==> config.mk <==
export PLATFORM = sky130hd
export DESIGN_NAME = output_pattern_sequencer
export DESIGN_NICKNAME = d
export VERILOG_FILES = /design/src/rtl/output_pattern_sequencer_pkg.sv /design/src/rtl/output_pattern_sequencer_pattern_table.sv /design/src/rtl/output_pattern_sequencer.sv
export SDC_FILE = /design/constraint.sdc
export NUM_CORES = 1
export LEC_CHECK = 0
export BUFFER_PORTS_ARGS = -buffer_cell sky130_fd_sc_hd__buf_2
export CAP_MARGIN = 10
export CORE_MARGIN = 2
export CORE_UTILIZATION = 40
export DETAILED_ROUTE_END_ITERATION = 10
export PLACE_DENSITY = 0.66
export SLEW_MARGIN = 5
export SYNTH_ARGS = -nofsm -noshare
export SYNTH_HDL_FRONTEND = slang
export SYNTH_HIERARCHICAL = 1
export SYNTH_SLANG_ARGS = --single-unit
export TNS_END_PERCENT = 30
==> constraint.sdc <==
create_clock -name ico_clk -period 4.1 [get_ports ico_clk]
set_clock_uncertainty 0.15 [all_clocks]
set_input_delay 1.025 -clock ico_clk [delete_from_list [all_inputs] [get_ports ico_clk]]
set_output_delay 1.025 -clock ico_clk [all_outputs]
set_load 0.01 [all_outputs]
==> src/rtl/output_pattern_sequencer_pkg.sv <==
// Shared definitions for the output pattern sequencer.
//   - command op codes carried in cmd_byte[5:4]
//   - CTRL sub-codes carried in cmd_byte[7:6]
//   - sequencer FSM state encoding
//   - frame geometry: NCH channels x NIB bits = FRAME_W
package output_pattern_sequencer_pkg;

   localparam int NCH     = 4;
   localparam int NIB     = 4;
   localparam int FRAME_W = NCH * NIB;

   typedef enum logic [1:0] {
      OP_WRITE  = 2'b00,
      OP_READ   = 2'b01,
      OP_COMMIT = 2'b10,
      OP_CTRL   = 2'b11
   } op_e;

   typedef enum logic [1:0] {
      SUB_STOP     = 2'b00,
      SUB_RUN_LOOP = 2'b01,
      SUB_RUN_ONCE = 2'b10,
      SUB_CLEAR    = 2'b11
   } ctrl_sub_e;

   typedef enum logic [1:0] {
      S_IDLE = 2'b00,
      S_LOAD = 2'b01,
      S_HOLD = 2'b10
   } state_e;

   // Bit offset of channel ch's nibble inside a frame.
   function automatic logic [3:0] nib_lsb(input logic [1:0] ch);
      return {ch, 2'b00};
   endfunction

endpackage

==> src/rtl/output_pattern_sequencer_pattern_table.sv <==
// Committed-frame storage for the output pattern sequencer.
// DEPTH x FRAME_W register file, one synchronous write port, one
// asynchronous read port. Contents are deliberately not reset; the
// sequencer never reads an entry that has not been committed.
//   ico_clk  in   clock (write port)
//   we       in   write enable
//   waddr    in   write address
//   wdata    in   write data (one frame)
//   raddr    in   read address
//   rdata    out  frame at raddr (combinational)
module output_pattern_sequencer_pattern_table
   import output_pattern_sequencer_pkg::*;
#(
   parameter int DEPTH = 8,
   parameter int AW    = $clog2(DEPTH)
) (
   input  logic               ico_clk,
   input  logic               we,
   input  logic [AW-1:0]      waddr,
   input  logic [FRAME_W-1:0] wdata,
   input  logic [AW-1:0]      raddr,
   output logic [FRAME_W-1:0] rdata
);

   logic [FRAME_W-1:0] mem_q [DEPTH];

   always_ff @(posedge ico_clk) begin
      if (we) begin
         mem_q[waddr] <= wdata;
      end
   end

   assign rdata = mem_q[raddr];

endmodule

==> src/rtl/output_pattern_sequencer.sv <==
// Output pattern sequencer: owns the 4-channel x 4-bit live nibble table
// feeding the output pin scanner. Decodes SPI command bytes, stages
// nibbles, commits frames to the pattern table and replays them.
//   ico_clk      in   sole clock, posedge
//   ico_rst_n    in   async active-low reset
//   cmd_valid    in   one-cycle strobe per completed SPI byte
//   cmd_byte     in   [7:6] ch/sub, [5:4] op, [3:0] data
//   live         out  channel k nibble at [4k+3:4k]
//   frame_sync   out  pulse in the cycle live first shows a table frame
//   rsp_valid    out  read-back strobe, cycle after a READ
//   rsp_byte     out  {cmd_byte[7:4], live nibble of addressed channel}
//   running      out  high in LOAD/HOLD
//   frame_count  out  committed frames 0..DEPTH
//   overflow     out  sticky, commit attempted while table full
//
// state  | meaning
// -------+--------------------------------------------------------------
// IDLE   | live tracks the staging registers
// LOAD   | one cycle: live <= table[rd_ptr], frame_sync, timer reload
// HOLD   | count down the remainder of the frame period
module output_pattern_sequencer
   import output_pattern_sequencer_pkg::*;
#(
   parameter int DEPTH       = 8,
   parameter int PRESCALE_SH = 10
) (
   input  logic                     ico_clk,
   input  logic                     ico_rst_n,
   input  logic                     cmd_valid,
   input  logic [7:0]               cmd_byte,
   output logic [FRAME_W-1:0]       live,
   output logic                     frame_sync,
   output logic                     rsp_valid,
   output logic [7:0]               rsp_byte,
   output logic                     running,
   output logic [$clog2(DEPTH):0]   frame_count,
   output logic                     overflow
);

   localparam int PW = $clog2(DEPTH);
   localparam int CW = PW + 1;
   localparam int TW = 4 + PRESCALE_SH;

   localparam logic [CW-1:0] FULL_CNT = CW'(DEPTH);
   localparam logic [TW-1:0] SH_MASK  = TW'((1 << PRESCALE_SH) - 1);

   state_e             state_q, state_d;
   logic [FRAME_W-1:0] stage_q, stage_d;
   logic [FRAME_W-1:0] live_q, live_d;
   logic               frame_sync_q, frame_sync_d;
   logic               rsp_valid_q, rsp_valid_d;
   logic [7:0]         rsp_byte_q, rsp_byte_d;
   logic [CW-1:0]      fc_q, fc_d;
   logic [PW-1:0]      wr_ptr_q, wr_ptr_d;
   logic [PW-1:0]      rd_ptr_q, rd_ptr_d;
   logic [3:0]         p_q, p_d;
   logic               loop_q, loop_d;
   logic [TW-1:0]      timer_q, timer_d;
   logic               overflow_q, overflow_d;

   logic [1:0]         cmd_ch;
   op_e                cmd_op;
   ctrl_sub_e          cmd_sub;
   logic [3:0]         cmd_data;
   logic               is_write, is_read, is_commit, is_ctrl;

   logic [TW-1:0]      period_m1;
   logic               last_frame;
   logic               frame_done;
   logic               load_now;
   logic               table_we;
   logic [FRAME_W-1:0] table_rdata;

   assign cmd_ch    = cmd_byte[7:6];
   assign cmd_op    = op_e'(cmd_byte[5:4]);
   assign cmd_sub   = ctrl_sub_e'(cmd_byte[7:6]);
   assign cmd_data  = cmd_byte[3:0];
   assign is_write  = cmd_valid && (cmd_op == OP_WRITE);
   assign is_read   = cmd_valid && (cmd_op == OP_READ);
   assign is_commit = cmd_valid && (cmd_op == OP_COMMIT);
   assign is_ctrl   = cmd_valid && (cmd_op == OP_CTRL);

   // (P+1) << SH minus one, built without an adder.
   assign period_m1  = (TW'(p_q) << PRESCALE_SH) | SH_MASK;
   assign last_frame = (({1'b0, rd_ptr_q} + CW'(1)) >= fc_q);

   output_pattern_sequencer_pattern_table #(
      .DEPTH (DEPTH),
      .AW    (PW)
   ) u_table (
      .ico_clk (ico_clk),
      .we      (table_we),
      .waddr   (wr_ptr_q),
      .wdata   (stage_q),
      .raddr   (rd_ptr_q),
      .rdata   (table_rdata)
   );

   // The LOAD cycle is the first cycle of the frame period, so HOLD leaves
   // when the timer is about to expire (timer==1); a period of one cycle
   // never enters HOLD at all. This keeps frame_sync pulses exactly one
   // period apart.
   always_comb begin
      state_d    = state_q;
      rd_ptr_d   = rd_ptr_q;
      timer_d    = timer_q;
      loop_d     = loop_q;
      load_now   = 1'b0;
      frame_done = 1'b0;

      case (state_q)
         S_LOAD: begin
            load_now   = 1'b1;
            timer_d    = period_m1;
            frame_done = (period_m1 == '0);
            state_d    = S_HOLD;
         end
         S_HOLD: begin
            timer_d    = timer_q - TW'(1);
            frame_done = (timer_q == TW'(1));
         end
         default: ;
      endcase

      if (frame_done) begin
         if (!last_frame) begin
            rd_ptr_d = rd_ptr_q + PW'(1);
            state_d  = S_LOAD;
         end else begin
            rd_ptr_d = '0;
            state_d  = loop_q ? S_LOAD : S_IDLE;
         end
      end

      // Commands override the playback step.
      if (is_ctrl) begin
         case (cmd_sub)
            SUB_STOP, SUB_CLEAR: begin
               state_d  = S_IDLE;
               rd_ptr_d = '0;
               load_now = 1'b0;
            end
            default: begin
               if (fc_q != '0) begin
                  state_d  = S_LOAD;
                  rd_ptr_d = '0;
                  loop_d   = (cmd_sub == SUB_RUN_LOOP);
                  load_now = 1'b0;
               end
            end
         endcase
      end
   end

   always_comb begin
      stage_d     = stage_q;
      rsp_valid_d = is_read;
      rsp_byte_d  = rsp_byte_q;
      fc_d        = fc_q;
      wr_ptr_d    = wr_ptr_q;
      overflow_d  = overflow_q;
      p_d         = p_q;
      table_we    = 1'b0;

      if (is_write) begin
         stage_d[nib_lsb(cmd_ch) +: NIB] = cmd_data;
      end

      if (is_read) begin
         rsp_byte_d = {cmd_byte[7:4], live_q[nib_lsb(cmd_ch) +: NIB]};
      end

      if (is_commit) begin
         if (fc_q == FULL_CNT) begin
            overflow_d = 1'b1;
         end else begin
            table_we = 1'b1;
            wr_ptr_d = wr_ptr_q + PW'(1);
            fc_d     = fc_q + CW'(1);
         end
      end

      if (is_ctrl) begin
         p_d = cmd_data;
         if (cmd_sub == SUB_CLEAR) begin
            fc_d       = '0;
            wr_ptr_d   = '0;
            overflow_d = 1'b0;
         end
      end

      // A frame loaded on the final step of a one-cycle RUN_ONCE still
      // shows for a cycle; IDLE then pulls live back to stage.
      if (load_now) begin
         live_d = table_rdata;
      end else if (state_d == S_IDLE) begin
         live_d = stage_d;
      end else begin
         live_d = live_q;
      end

      frame_sync_d = load_now;
   end

   always_ff @(posedge ico_clk or negedge ico_rst_n) begin
      if (!ico_rst_n) begin
         state_q      <= S_IDLE;
         stage_q      <= '0;
         live_q       <= '0;
         frame_sync_q <= 1'b0;
         rsp_valid_q  <= 1'b0;
         rsp_byte_q   <= '0;
         fc_q         <= '0;
         wr_ptr_q     <= '0;
         rd_ptr_q     <= '0;
         p_q          <= '0;
         loop_q       <= 1'b0;
         timer_q      <= '0;
         overflow_q   <= 1'b0;
      end else begin
         state_q      <= state_d;
         stage_q      <= stage_d;
         live_q       <= live_d;
         frame_sync_q <= frame_sync_d;
         rsp_valid_q  <= rsp_valid_d;
         rsp_byte_q   <= rsp_byte_d;
         fc_q         <= fc_d;
         wr_ptr_q     <= wr_ptr_d;
         rd_ptr_q     <= rd_ptr_d;
         p_q          <= p_d;
         loop_q       <= loop_d;
         timer_q      <= timer_d;
         overflow_q   <= overflow_d;
      end
   end

   assign live        = live_q;
   assign frame_sync  = frame_sync_q;
   assign rsp_valid   = rsp_valid_q;
   assign rsp_byte    = rsp_byte_q;
   assign running     = (state_q != S_IDLE);
   assign frame_count = fc_q;
   assign overflow    = overflow_q;

endmodule

Yosys cells after proc, flatten, opt, wreduce, memory -nomap -nowiden
Memory sizes are Yosys's and may differ from the RTL's.
Cells that the tools add are included.
Storage, ports and cells
  input port bits: 11
  bits in latches: 0
  bits in read-only memories: 0
  flip-flop bits (word level): 74
  RAM bits: 128
  logic and storage cells: 86
  memories: 1
  output and inout bits: 32
Cells by class
  multiply operators: 0
  shift-type cells: 3
  eq/ne operators: 9
  bitwise gates (word level): 1
  $add $sub $neg: 6
  muxes and demuxes: 38
  reductions and logical operators: 14
  magnitude comparators: 1
  divide/modulo/power cells: 0
Memory list
  u_table.mem_q: words 8, width 16, rd ports 1, clocked after Yosys merged registers in 0, write ports 1, RTL line output_pattern_sequencer_pattern_table.sv:25  | logic [FRAME_W-1:0] mem_q [DEPTH];
Operators with widths (count)
  16-bit two-way mux: 3
  14-bit one-hot mux with 2 select lines: 1
  3-bit two-way mux: 9
  16-bit bitwise mux: 1
  4-bit two-way mux: 4
  4-bit by 6-bit variable shift with 16-bit output (first input constant): 1
  16-bit by 5-bit variable part select with 4-bit output: 1
  4-bit by 6-bit variable part select with 16-bit output: 1
  14-bit by 1-bit == test with 1-bit output (second input constant): 1
  14-bit logical NOT: 1
  1-bit two-way mux: 14
  14-bit by 1-bit subtractor with 14-bit output (second input constant): 1
  2-bit two-way mux: 5
  2-bit == test (second input constant): 4
  3-bit by 1-bit adder with 3-bit output (second input constant): 2
  2-bit by 1-bit == test with 1-bit output (second input constant): 3
  2-bit logical NOT: 3
  4-bit negator with 6-bit output: 1
  2-bit nonzero test: 3
  3-bit by 1-bit adder with 4-bit output (second input constant): 1
  4-bit by 1-bit adder with 4-bit output (second input constant): 1
  4-bit == test (second input constant): 1
  4-bit >= comparator: 1
  1-bit logical AND: 4
  5 further kinds: 5

Depth between registers and ports, before layout
Gate-level depths: netlist (run 1).
  depth after elaboration: 10
  mapped depth: 10
  gate-level depth less buffers: 8

Hierarchy
Netlist (run 1), hierarchy kept.
Modules (own cells, without submodules)
  output_pattern_sequencer_pattern_table: cells an instance 198, sequential area each 3843.7 µm², instances 1, area each 4973.5 µm²
  output_pattern_sequencer: cells an instance 370, sequential area each 1851.8 µm², instances 1, area each 3748.6 µm²

Worst setup path after synthesis (run 1)
OpenSTA, ideal clock, no wires.
  path type: in2reg
  start point: input port cmd_valid
  end point: memory u_table/mem_q[4][0] (netlist name) (enable)
  required time: 3.541 ns
  stages: 4
  setup slack: 0.562 ns
  library setup time: 0.409 ns
  path buffers: 0
  arrival: 2.978 ns
  path through: nand2_1 > nor3_1 > nand2_1 > nor3_1
Between the ends
  longest elaborated chain between the ends: 4
RTL lines
  from (decl): RTL line output_pattern_sequencer.sv:29  | input logic cmd_valid,
  1-bit logical AND: RTL line output_pattern_sequencer.sv:80  | assign is_commit = cmd_valid && (cmd_op == OP_COMMIT);
  1-bit two-way mux: RTL line output_pattern_sequencer.sv:173  | if (is_commit) begin
  net table_we: RTL line output_pattern_sequencer.sv:71  | logic table_we;
  1-bit two-way mux: RTL line output_pattern_sequencer_pattern_table.sv:28  | if (we) begin
  1-bit two-way mux (not written as such): RTL line output_pattern_sequencer_pattern_table.sv:29  | mem_q[waddr] <= wdata;
  to (decl): RTL line output_pattern_sequencer_pattern_table.sv:25
The timed path passes the listed nets, and every way through them passes these cells.

Final worst setup path (run 1)
  start point: register state_q[0]
  end point: register live_q[7] (netlist: live[7])
Between the ends
  longest elaborated chain between the ends: 8
  elaborated cells between the ends (all ways): 15
  those cells by class: eq/ne (2); mux (11); reduce/logical (2)
RTL lines
  from (decl): RTL line output_pattern_sequencer.sv:47  | state_e state_q, state_d;
  from (signal assigned): RTL line output_pattern_sequencer.sv:221  | state_q <= state_d;
  2-bit == test or 2-bit by 1-bit == test with 1-bit output (tied branches): RTL line output_pattern_sequencer.sv:111  | case (state_q)
  1-bit one-hot mux with 2 select lines or 2-bit two-way mux (tied branches): RTL line output_pattern_sequencer.sv:111
  2-bit two-way mux: RTL line output_pattern_sequencer.sv:125  | if (frame_done) begin
  2-bit two-way mux: RTL line output_pattern_sequencer.sv:144  | if (fc_q != '0) begin
  2-bit two-way mux: RTL line output_pattern_sequencer.sv:137  | case (cmd_sub)
  2-bit two-way mux: RTL line output_pattern_sequencer.sv:136  | if (is_ctrl) begin
  2-bit logical NOT: RTL line output_pattern_sequencer.sv:196  | end else if (state_d == S_IDLE) begin
  2-bit nonzero test (no line)
  to (signal assigned): RTL line output_pattern_sequencer.sv:223  | live_q <= live_d;
  to (decl): RTL line output_pattern_sequencer.sv:49  | logic [FRAME_W-1:0] live_q, live_d;
Parallel ways exist; a longest one is shown, timed or not.
A chain may end at the register's enable or synchronous reset.

==> summary.txt, run 1 <==
Routing
  • Via/cell ratio: 5.40
  • Vias: 4,980
  • Drt total wl: 18,600 um
  • Drt drc: 0
  • Routed Antenna Nets: 0
  • DR iter-0 viols: 454
  • TritonRoute pass-1 iters: 4
  • Wire length per cell: 20.2 um

Timing
  • Worst hold slack: 0.311 ns
  • Max Freq: 322 MHz
  • Final WS setup: 0.998 ns
  • Fin crit share: 0.757
  • Clock period minus worst slack: 3.10 ns
  • Rel. slew slack: 0.368
  • Unrepaired setup endpoints after global routing: no
  • Setup-failing EPs final: 0
  • Fin Setup TNS: 0 ns
  • Slew at the pin closest to its max-slew limit: 0.948 ns
  • Hold Vio Cnt, Final: 0
  • Slew Viols, Final: 0

Die
  • Die ar.: 0.0230 mm^2
  • Initial Util: 0.403
  • Die width: 152 um
  • Die height: 152 um
  • Core Footprint: 0.0216 mm^2
  • I/O pin count: 43
  • Cell Rows: 54

Flow run
  • Max Cap Viol: 0

Place
  • PortBufs: 42
  • Gpl congestion: 0.822
  • DP HPWL: 11,800 um
  • Worst Setup Slack post-DPL: 0.840 ns

Power and ir drop
  • Combinational Power Share: 0.192
  • Switching Share: 0.293
  • Part of the power in the clock network: 0.319
  • Maximum vdd drop: 0.411 mV
  • Overall power: 5.45 mW
  • Leak pwr: 3.81 nW
  • Pwr/cell area: 550 mW/mm^2
  • Switching Power: 1.60 mW
  • Seq pwr share: 0.489
  • Int Pwr: 3.85 mW

Yosys
  • Synth top area share: 0.441
  • Post-synthesis cell type count: 47
  • Synth Instances: 568
  • Main area contributors after synthesis: edfxtp_1, dfrtp_1, mux4_1
  • Post-synth EDFFs: 128
  • Ys Warns: 6
  • Synth Register Bits: 202
  • Seq/Total Area, Yosys: 0.653
  • Net count after synthesis: 600
  • Syn Area/Cell: 15.4 um^2
  • Most used DFF post-synth: edfxtp_1
  • Yosys top cell by area: edfxtp_1
  • Cell Area, Synth: 0.00872 mm^2
  • FFs w/ async S/R, synth: 0.366

Global routing
  • Met3 usage: 0.0314
  • Vias in the first global route: 5,196
  • Initial antenna violation count: 0
  • Total Routing Usage GR: 0.170
  • Met1 usage: 0.238
  • First-pass GRT wire length: 29,400 um
  • Gr busiest metal: met2
  • Grt ovf: 0
  • Largest net degree at the start of global routing: 75
  • GR Util met2: 0.280

Finish
  • Layout Nets: 659
  • Syn-to-layout area delta: 13.6%
  • Number of diodes: 0
  • Layout cells sized above 1: 0.193
  • Util after Layout: 0.458
  • Total of fill cells in the finished design: 1,895

CTS
  • Later-pin clock latency in the skew report: 0.50 ns
  • Clock Sinks: 202
  • # hold bufs at CTS: 0
  • CTS Buf Count: 21
  • Post-CTS resize count: 0
  • Setup Fix Bufs, Post-CTS: 0
  • CTS Root Cell: clkbuf_16
  • Bufs on Longest Clock Path: 3
  • H-tree level count: 1
  • Worst-path clk slew: 0.06 ns
  • CTS tree: built

Worst hold path
  • Min-delay worst type: register to register

Outcome
  • Status: complete, no violations

Setup path
  • Critical path fanouts, max: 19
  • CP required: 4.33 ns
  • CP Data Arrival Time: 3.33 ns
  • Worst Path Class, Setup: register to register
  • Crit start category: register
  • CP Capture Type: register
cell usage after synthesis (2+ instances only):
library cell and number:
nor3b_1 5, nor3_1 11, ha_1 21, mux4_2 8, dfrtp_1 74, o21ai_1 16
o22ai_1 2, mux2i_1 18, xor2_1 3, buf_6 5, or3_1 2, inv_1 14
mux2_2 25, o21ai_0 23, a21oi_1 15, nand2_1 74, xnor2_1 6, buf_1 4
a31oi_1 3, mux4_1 28, nand2b_1 8, nor4b_2 2, nor2_1 31, and3_1 2
edfxtp_1 128, nand3_1 3, a211oi_1 2, nand4_1 5, clkbuf_1 9, and2_1 3
nand3b_1 2
per-layer routing:
metal / vias up / part of all wire
li1: 2281 / -
met1: 2546 / 0.45
met2: 117 / 0.48
met3: 36 / 0.050
met4: 0 / 0.020
met5: - / 0
power groups by stage:
| stage | registers, mW | clock network [mW] | logic, mW |
|---|---|---|---|
| after detailed placement | 2.70 | 0 | 1.04 |
| final | 2.66 | 1.74 | 1.05 |
| after global placement | 2.69 | 0 | 0.994 |
| after global routing | 2.70 | 1.86 | 1.15 |
| after floorplan | 2.66 | 0 | 0.649 |
| after CTS | 2.67 | 1.77 | 1.05 |
kinds of logic (layout without fill, tap and decap cells):
group | Yosys count | after routing | synth area share
fa+ha+maj | 21 | 21 | 0.0301
compound gates | 69 | 69 | 0.0452
xor+xnor | 9 | 9 | 0.00904
flops | 202 | 202 | 0.653
buf+inv | 34 | 108 | 0.0192
mux | 79 | 79 | 0.158
simple gates | 154 | 154 | 0.0855
final timing paths:
kind | startpoint | cells after the start | slack, ns | endpoint
setup / recovery | state_q[0] | 9 | 1.0 | live[7]
hold / removal | rsp_byte[4] | 1 | 0.31 | rsp_byte[4]
setup reg to reg | state_q[0] | 9 | 1.0 | live[7]
hold reg to reg | rsp_byte[4] | 1 | 0.31 | rsp_byte[4]
max in group asynchronous | ico_rst_n | 1 | 2.61 | rd_ptr_q[0]
min in group asynchronous | ico_rst_n | 1 | 0.54 | timer_q[12]
registers in the layout (all words and copies together), names as in the netlist:
register,flops
frame_count,4
frame_sync,1
live,16
loop_q,1
overflow,1
p_q,4
rd_ptr_q,3
rsp_byte,8
rsp_valid,1
stage_q,16
state_q,2
timer_q,14
u_table/mem_q,128
wr_ptr_q,3
stage by stage:
step                cell area [um^2]  std cells
floorplan                       8720        568
global placement                9290        884
detailed placement              9290        884
CTS                             9910        922
global route                    9910        922
finish                          9910        922
cells in the final DEF, fill, tap and decap left out, types with 8 or more instances in the layout:
cell | netlist | final
nor3_1 | 11 | 9
mux4_1 | 28 | 28
ha_1 | 21 | 21
o21ai_0 | 23 | 23
o21ai_1 | 16 | 16
a21oi_1 | 15 | 15
mux2_2 | 25 | 25
clkbuf_16 | 0 | 21
edfxtp_1 | 128 | 128
nand2_1 | 74 | 74
dfrtp_1 | 74 | 73
mux2i_1 | 18 | 18
buf_4 | 0 | 15
mux4_2 | 8 | 8
inv_1 | 14 | 14
nand2b_1 | 8 | 8
buf_2 | 1 | 41
nor2_1 | 31 | 31
worst max-delay path: stages (launching register included):
cell and delay [ns]:
dfrtp_1 0.41, inv_1 0.12, ha_1 0.54, nor4b_2 0.42
nand4_4 0.23, nor4bb_1 0.24, a211oi_4 0.21, buf_4 0.33
mux2i_1 0.27, o21ai_1 0.07
cell type report:
class,count,area [um^2],share of cell area
sequential,202,5700,0.575
multi-input combinational,332,2870,0.289
clock buffer,30,589,0.0595
tap,280,350,0.0353
timing repair buffer,56,318,0.0321
inverter,14,52.6,0.00530
clock inverter,8,36.3,0.00366
No activity file was read; power rests on OpenSTA's default activity.
==> run 2, diff against run 1 <==
--- a/config.mk
+++ b/config.mk
@@ -10,7 +10,7 @@
 export CORE_MARGIN = 2
 export CORE_UTILIZATION = 40
 export DETAILED_ROUTE_END_ITERATION = 10
-export PLACE_DENSITY = 0.66
+export PLACE_DENSITY = 0.68
 export SLEW_MARGIN = 5
 export SYNTH_ARGS = -nofsm -noshare
 export SYNTH_HDL_FRONTEND = slang
==> constraint.sdc (replaced) <==
create_clock -name ico_clk -period 2.5 [get_ports ico_clk]
set_clock_uncertainty 0.15 [all_clocks]
set_input_delay 0.625 -clock ico_clk [delete_from_list [all_inputs] [get_ports ico_clk]]
set_output_delay 0.625 -clock ico_clk [all_outputs]
set_load 0.01 [all_outputs]
==> summary.txt, run 2 (same netlist as run 1, synthesis figures left out) <==
Routing
  • Vias: 5,127
  • DR iter-0 viols: 318
  • Routed Antenna Nets: 0
  • Via/cell ratio: 5.41
  • TritonRoute pass-1 iters: 7
  • Drt drc: 0
  • Wire length per cell: 20.1 um
  • Drt total wl: 19,000 um

Setup path
  • Crit start category: register
  • CP required: 2.72 ns
  • Reg-to-reg endpoint: live[2]
  • CP Cell Sequence: buf_4 > and3_1 > ha_4 > nor2_2 > a2111oi_4 > a211oi_4 > buf_12 > buf_12 > mux2i_1 > o21ai_1
  • R2R cell count: 10
  • Slowest CP cell: dfrtp_2
  • Critical path fanouts, max: 8
  • Worst Path Class, Setup: register to register
  • CP peak stage delay: 0.42 ns
  • CP Capture Type: register
  • Worst r2r src: rd_ptr_q[0]
  • CP most frequent cell: buf_12
  • Flop-to-flop setup slack: 0.07 ns
  • CP Data Arrival Time: 2.65 ns

Die
  • Initial Util: 0.403
  • Core Footprint: 0.0216 mm^2
  • I/O pin count: 43
  • Die height: 152 um
  • Die width: 152 um
  • Cell Rows: 54
  • Die ar.: 0.0230 mm^2

Global routing
  • Met1 usage: 0.238
  • GR Util met2: 0.277
  • Largest net degree at the start of global routing: 41
  • Gr busiest metal: met2
  • First-pass GRT wire length: 29,700 um
  • Met3 usage: 0.0329
  • Grt ovf: 0
  • Vias in the first global route: 5,257
  • Initial antenna violation count: 0
  • Total Routing Usage GR: 0.171

CTS
  • Clock Sinks: 202
  • Later-pin clock latency in the skew report: 0.50 ns
  • CTS Root Cell: clkbuf_16
  • Worst-path clk slew: 0.06 ns
  • H-tree level count: 1
  • Bufs on Longest Clock Path: 3
  • CTS tree: built
  • CTS Buf Count: 21

Power and ir drop
  • Maximum vdd drop: 0.659 mV
  • Pwr/cell area: 913 mW/mm^2
  • Leak pwr: 4.04 nW
  • Overall power: 9.63 mW

Place
  • DP HPWL: 12,200 um
  • PortBufs: 42
  • Gpl congestion: 0.864

Timing
  • Slew at the pin closest to its max-slew limit: 0.629 ns
  • Clock period minus worst slack: 2.43 ns
  • Fin Setup TNS: 0 ns
  • Fin crit share: 0.971
  • Hold Vio Cnt, Final: 0
  • Max Freq: 412 MHz
  • Setup-failing EPs final: 0
  • Slew Viols, Final: 0
  • Rel. slew slack: 0.581

Finish
  • Syn-to-layout area delta: 20.9%
  • Commonest non-fill, non-tap cell in the layout: edfxtp_1
  • Top reg by flops: u_table/mem_q
  • Largest register FFs: 128
  • Commonest non-fill, non-tap cells in the layout: edfxtp_1, nand2_1, dfrtp_1
  • Biggest regs: u_table/mem_q: 128 flops, live: 16 flops, stage_q: 16 flops
  • Layout cells sized above 1: 0.268
  • Layout Nets: 685
  • Number of diodes: 0

Flow run
  • Max Cap Viol: 0

Worst hold path
  • Worst Hold Launch: rsp_byte[4]
  • Hold path depth: 1
  • Min-delay worst type: register to register
  • WHS Endpoint: rsp_byte[4]

Outcome
  • Status: complete, no violations
[run 2: cell count changes in the layout (fill, tap and decap cells not counted), moves of 3 or more]
cell,change
buf_12,+11
nor2_1,-7
ha_4,+5
nor3_4,+5
nor3_1,-3
ha_1,-6
clkinv_1,-5
nor2_4,+4
inv_2,+3
nor2_2,+3
bufinv_16,+3
buf_4,+13
inv_1,-3
[run 2: timing repair]
item,CTS,global route
pin swaps,7,9
resized for setup,7,17
setup buffers,4,5
endpoints found under the hold margin,34,0
gates cloned,1,0
endpoints found under the setup margin,16,16
hold buffers,1,0
[run 2: routing by layer]
metal	routed length [um]	vias to the layer above	part of all wire
li1	-	2332	-
met1	8330	2602	0.44
met2	9100	153	0.48
met3	1090	40	0.057
met4	537	0	0.028
met5	0	-	0
[run 2: area by class of cell]
type | instances | area (um^2)
Sequential cell | 202 | 5700
Tap cell | 280 | 350
Fill cell | 1823 | 11100
Clock buffer | 28 | 562
Clock inverter | 10 | 133
Inverter | 14 | 52.6
Timing Repair Buffer | 82 | 673
Multi-Input combinational cell | 332 | 3080
[run 2: where the power goes]
group	internal, mW	total, mW	switching, mW
logic	0.989	2.09	1.10
registers	3.96	4.40	0.439
clock network	1.90	3.14	1.24
[run 2: critical path, delay by kind of cell (launching register included)]
family          cells  cell delay, ns
mux                 1            0.17
flops               1            0.42
simple gates        2            0.26
fa+ha+maj           1            0.28
compound gates      3            0.57
buf+inv             3            0.45
[run 2: worst max path at each step]
stage | from | end | slack (ns) | depth (start not counted)
6_report | rd_ptr_q[0] | live[2] | 0.07 | 10
5_1_grt | rd_ptr_q[1] | live[2] | -0.01 | 9
4_1_cts | rd_ptr_q[0] | live[2] | -0.03 | 10
3_5_place_dp | rd_ptr_q[0] | live[2] | -0.08 | 10
3_3_place_gp | rd_ptr_q[0] | live[6] | 0.04 | 10
2_1_floorplan | rd_ptr_q[0] | live[10] | -0.02 | 9
[run 2: per-stage QoR]
| stage | area, um^2 | hold WS [ns] | util | cells | worst slack [ns] |
|---|---|---|---|---|---|
| 4_1_cts | 10400 | 0.318 | 0.482 | 943 | -0.0313 |
| 6_report | 10500 | 0.325 | 0.488 | 948 | 0.0718 |
| 3_3_place_gp | 9630 | 0.309 | 0.445 | 900 | 0.0376 |
| 3_5_place_dp | 9630 | 0.318 | 0.445 | 900 | -0.0838 |
| 2_1_floorplan | 8830 | 0.179 | - | 568 | -0.0233 |
| 5_1_grt | 10500 | 0.336 | 0.488 | 948 | -0.0136 |
==> run 3, diff against run 2 <==
--- a/config.mk
+++ b/config.mk
@@ -10,7 +10,9 @@
 export CORE_MARGIN = 2
 export CORE_UTILIZATION = 40
 export DETAILED_ROUTE_END_ITERATION = 10
+export GPL_TIMING_DRIVEN = 0
 export PLACE_DENSITY = 0.68
+export SKIP_LAST_GASP = 1
 export SLEW_MARGIN = 5
 export SYNTH_ARGS = -nofsm -noshare
 export SYNTH_HDL_FRONTEND = slang
==> summary.txt, run 3 (same netlist as run 1, synthesis figures left out) <==
Setup path
  • Levels on crit path: 6
  • Delay-heaviest family, CP: simple AND/OR/NAND/NOR gates
  • Crit path to: u_table/mem_q[7][9]
  • Crit start category: register
  • CP peak stage delay: 0.54 ns
  • Worst setup startpoint: frame_count[1]
  • Flop-to-flop setup slack: -0.01 ns
  • CP Capture Type: register
  • R2R cell count: 6
  • CP Cell Sequence: inv_2 > ha_1 > and3_1 > nor3_4 > nand2_2 > nor2_4
  • Worst Path Class, Setup: register to register
  • CP required: 2.47 ns
  • Critical path fanouts, max: 16
  • Worst Path Buf+Inv: 1
  • Worst r2r src: frame_count[1]
  • Slowest CP cell: nor2_4
  • Reg-to-reg endpoint: u_table/mem_q[7][9]
  • CP Data Arrival Time: 2.48 ns

Global routing
  • First-pass GRT wire length: 29,700 um
  • Grt ovf: 0
  • Vias in the first global route: 5,276
  • Total Routing Usage GR: 0.172
  • Largest net degree at the start of global routing: 63
  • Initial antenna violation count: 0

Outcome
  • Status: finished, violations left
  • Violated checks: setup timing

CTS
  • CTS tree: built
  • CTS Buf Count: 22
  • CTS Root Cell: clkbuf_16
  • Worst-path clk slew: 0.06 ns
  • Bufs on Longest Clock Path: 3
  • Later-pin clock latency in the skew report: 0.50 ns
  • H-tree level count: 1
  • Clock Sinks: 202

Timing
  • Unrepaired setup endpoints after global routing: yes
  • Worst hold slack: 0.314 ns
  • Final WS setup: -0.0109 ns
  • Hold Vio Cnt, Final: 0
  • Fin crit share: 1.00
  • Setup-failing EPs final: 11
  • Slew Viols, Final: 0
  • Max Freq: 398 MHz
  • Fin Setup TNS: -0.0500 ns
  • Clock period minus worst slack: 2.51 ns
  • Slew at the pin closest to its max-slew limit: 0.870 ns
  • Rel. slew slack: 0.420

Power and ir drop
  • Pwr/cell area: 909 mW/mm^2
  • Leak pwr: 4.03 nW
  • Maximum vdd drop: 0.536 mV

Die
  • Cell Rows: 54
  • Die ar.: 0.0230 mm^2
  • Initial Util: 0.403
  • Core Footprint: 0.0216 mm^2
  • Die width: 152 um
  • I/O pin count: 43
  • Die height: 152 um

Routing
  • Wire length per cell: 20.6 um
  • DR iter-0 viols: 465
  • Via/cell ratio: 5.48
  • Drt total wl: 19,600 um
  • Drt drc: 0
  • TritonRoute pass-1 iters: 5
  • Routed Antenna Nets: 0
  • Vias: 5,209

Finish
  • Top reg by flops: u_table/mem_q
  • Biggest regs: u_table/mem_q: 128 flops, live: 16 flops, stage_q: 16 flops
  • Syn-to-layout area delta: 21.5%
  • Layout cells sized above 1: 0.273
  • Number of diodes: 0
  • Largest register FFs: 128
  • Layout Nets: 687
  • Commonest non-fill, non-tap cells in the layout: edfxtp_1, nand2_1, dfrtp_1
  • Commonest non-fill, non-tap cell in the layout: edfxtp_1

Worst hold path
  • Min-delay worst type: register to register

Place
  • PortBufs: 42
  • Gpl congestion: 0.863
  • DP HPWL: 12,600 um
  • Worst Setup Slack post-DPL: -0.678 ns

Flow run
  • Max Cap Viol: 0
==> run 3: where the power goes <==
| part | leakage [nW] | switching (mW) | total, mW | internal [mW] |
|---|---|---|---|---|
| logic | 1.56 | 1.12 | 2.05 | 0.929 |
| clock network | 0.357 | 1.25 | 3.19 | 1.93 |
| registers | 2.11 | 0.429 | 4.39 | 3.96 |
==> run 3: per-stage QoR <==
stage          utilization  cells  power [mW]  area, um^2
2_1_floorplan            -    568        5.51        8830
3_3_place_gp         0.434    890        6.12        9390
3_5_place_dp         0.436    891        6.22        9420
4_1_cts              0.476    939        9.45       10300
5_1_grt              0.490    951        10.1       10600
6_report             0.490    951        9.63       10600
==> run 3: layout make-up <==
| cell class | count | area, um^2 |
|---|---|---|
| Multi-Input combinational cell | 332 | 3120 |
| Fill cell | 1818 | 11000 |
| Buffer | 19 | 128 |
| Clock buffer | 33 | 663 |
| Clock inverter | 7 | 61.3 |
| Tap cell | 280 | 350 |
| Timing Repair Buffer | 64 | 515 |
| Inverter | 14 | 52.6 |
| Sequential cell | 202 | 5700 |
==> run 3: worst min path at each step <==
stage                     start        endpoint  slack [ns]  cells after the start
global route        cmd_byte[0]     stage_q[12]        0.33                      3
floorplan             ico_rst_n  frame_count[0]        0.18                      0
finish              rsp_byte[4]     rsp_byte[4]        0.31                      1
detailed placement  rsp_byte[4]     rsp_byte[4]        0.31                      1
global placement    rsp_byte[4]     rsp_byte[4]        0.30                      1
CTS                 rsp_byte[4]     rsp_byte[4]        0.32                      1
==> run 3: worst register-to-register path: stages, from the launching register on <==
cell,delay [ns]
dfrtp_1,0.42
inv_2,0.08
ha_1,0.22
and3_1,0.23
nor3_4,0.28
nand2_2,0.21
nor2_4,0.54
==> run 3: what timing repair did <==
item                                    in CTS  in global routing
hold buffers                                 1                  0
hold endpoints to repair                    12                  0
resized for setup                            3                 52
buffers inserted                             7                 12
pin swaps                                    6                  9
gates cloned                                 0                  1
endpoints found under the setup margin     145                145
==> run 3: per-layer routing <==
metal  wire [um]  track usage  share of wire  up-vias
li1            -            -              -     2334
met1        8580        0.240           0.44     2696
met3         985       0.0251          0.050       28
met4         290       0.0403          0.015        0
met5           0            0              0        -
met2        9720        0.288           0.50      151
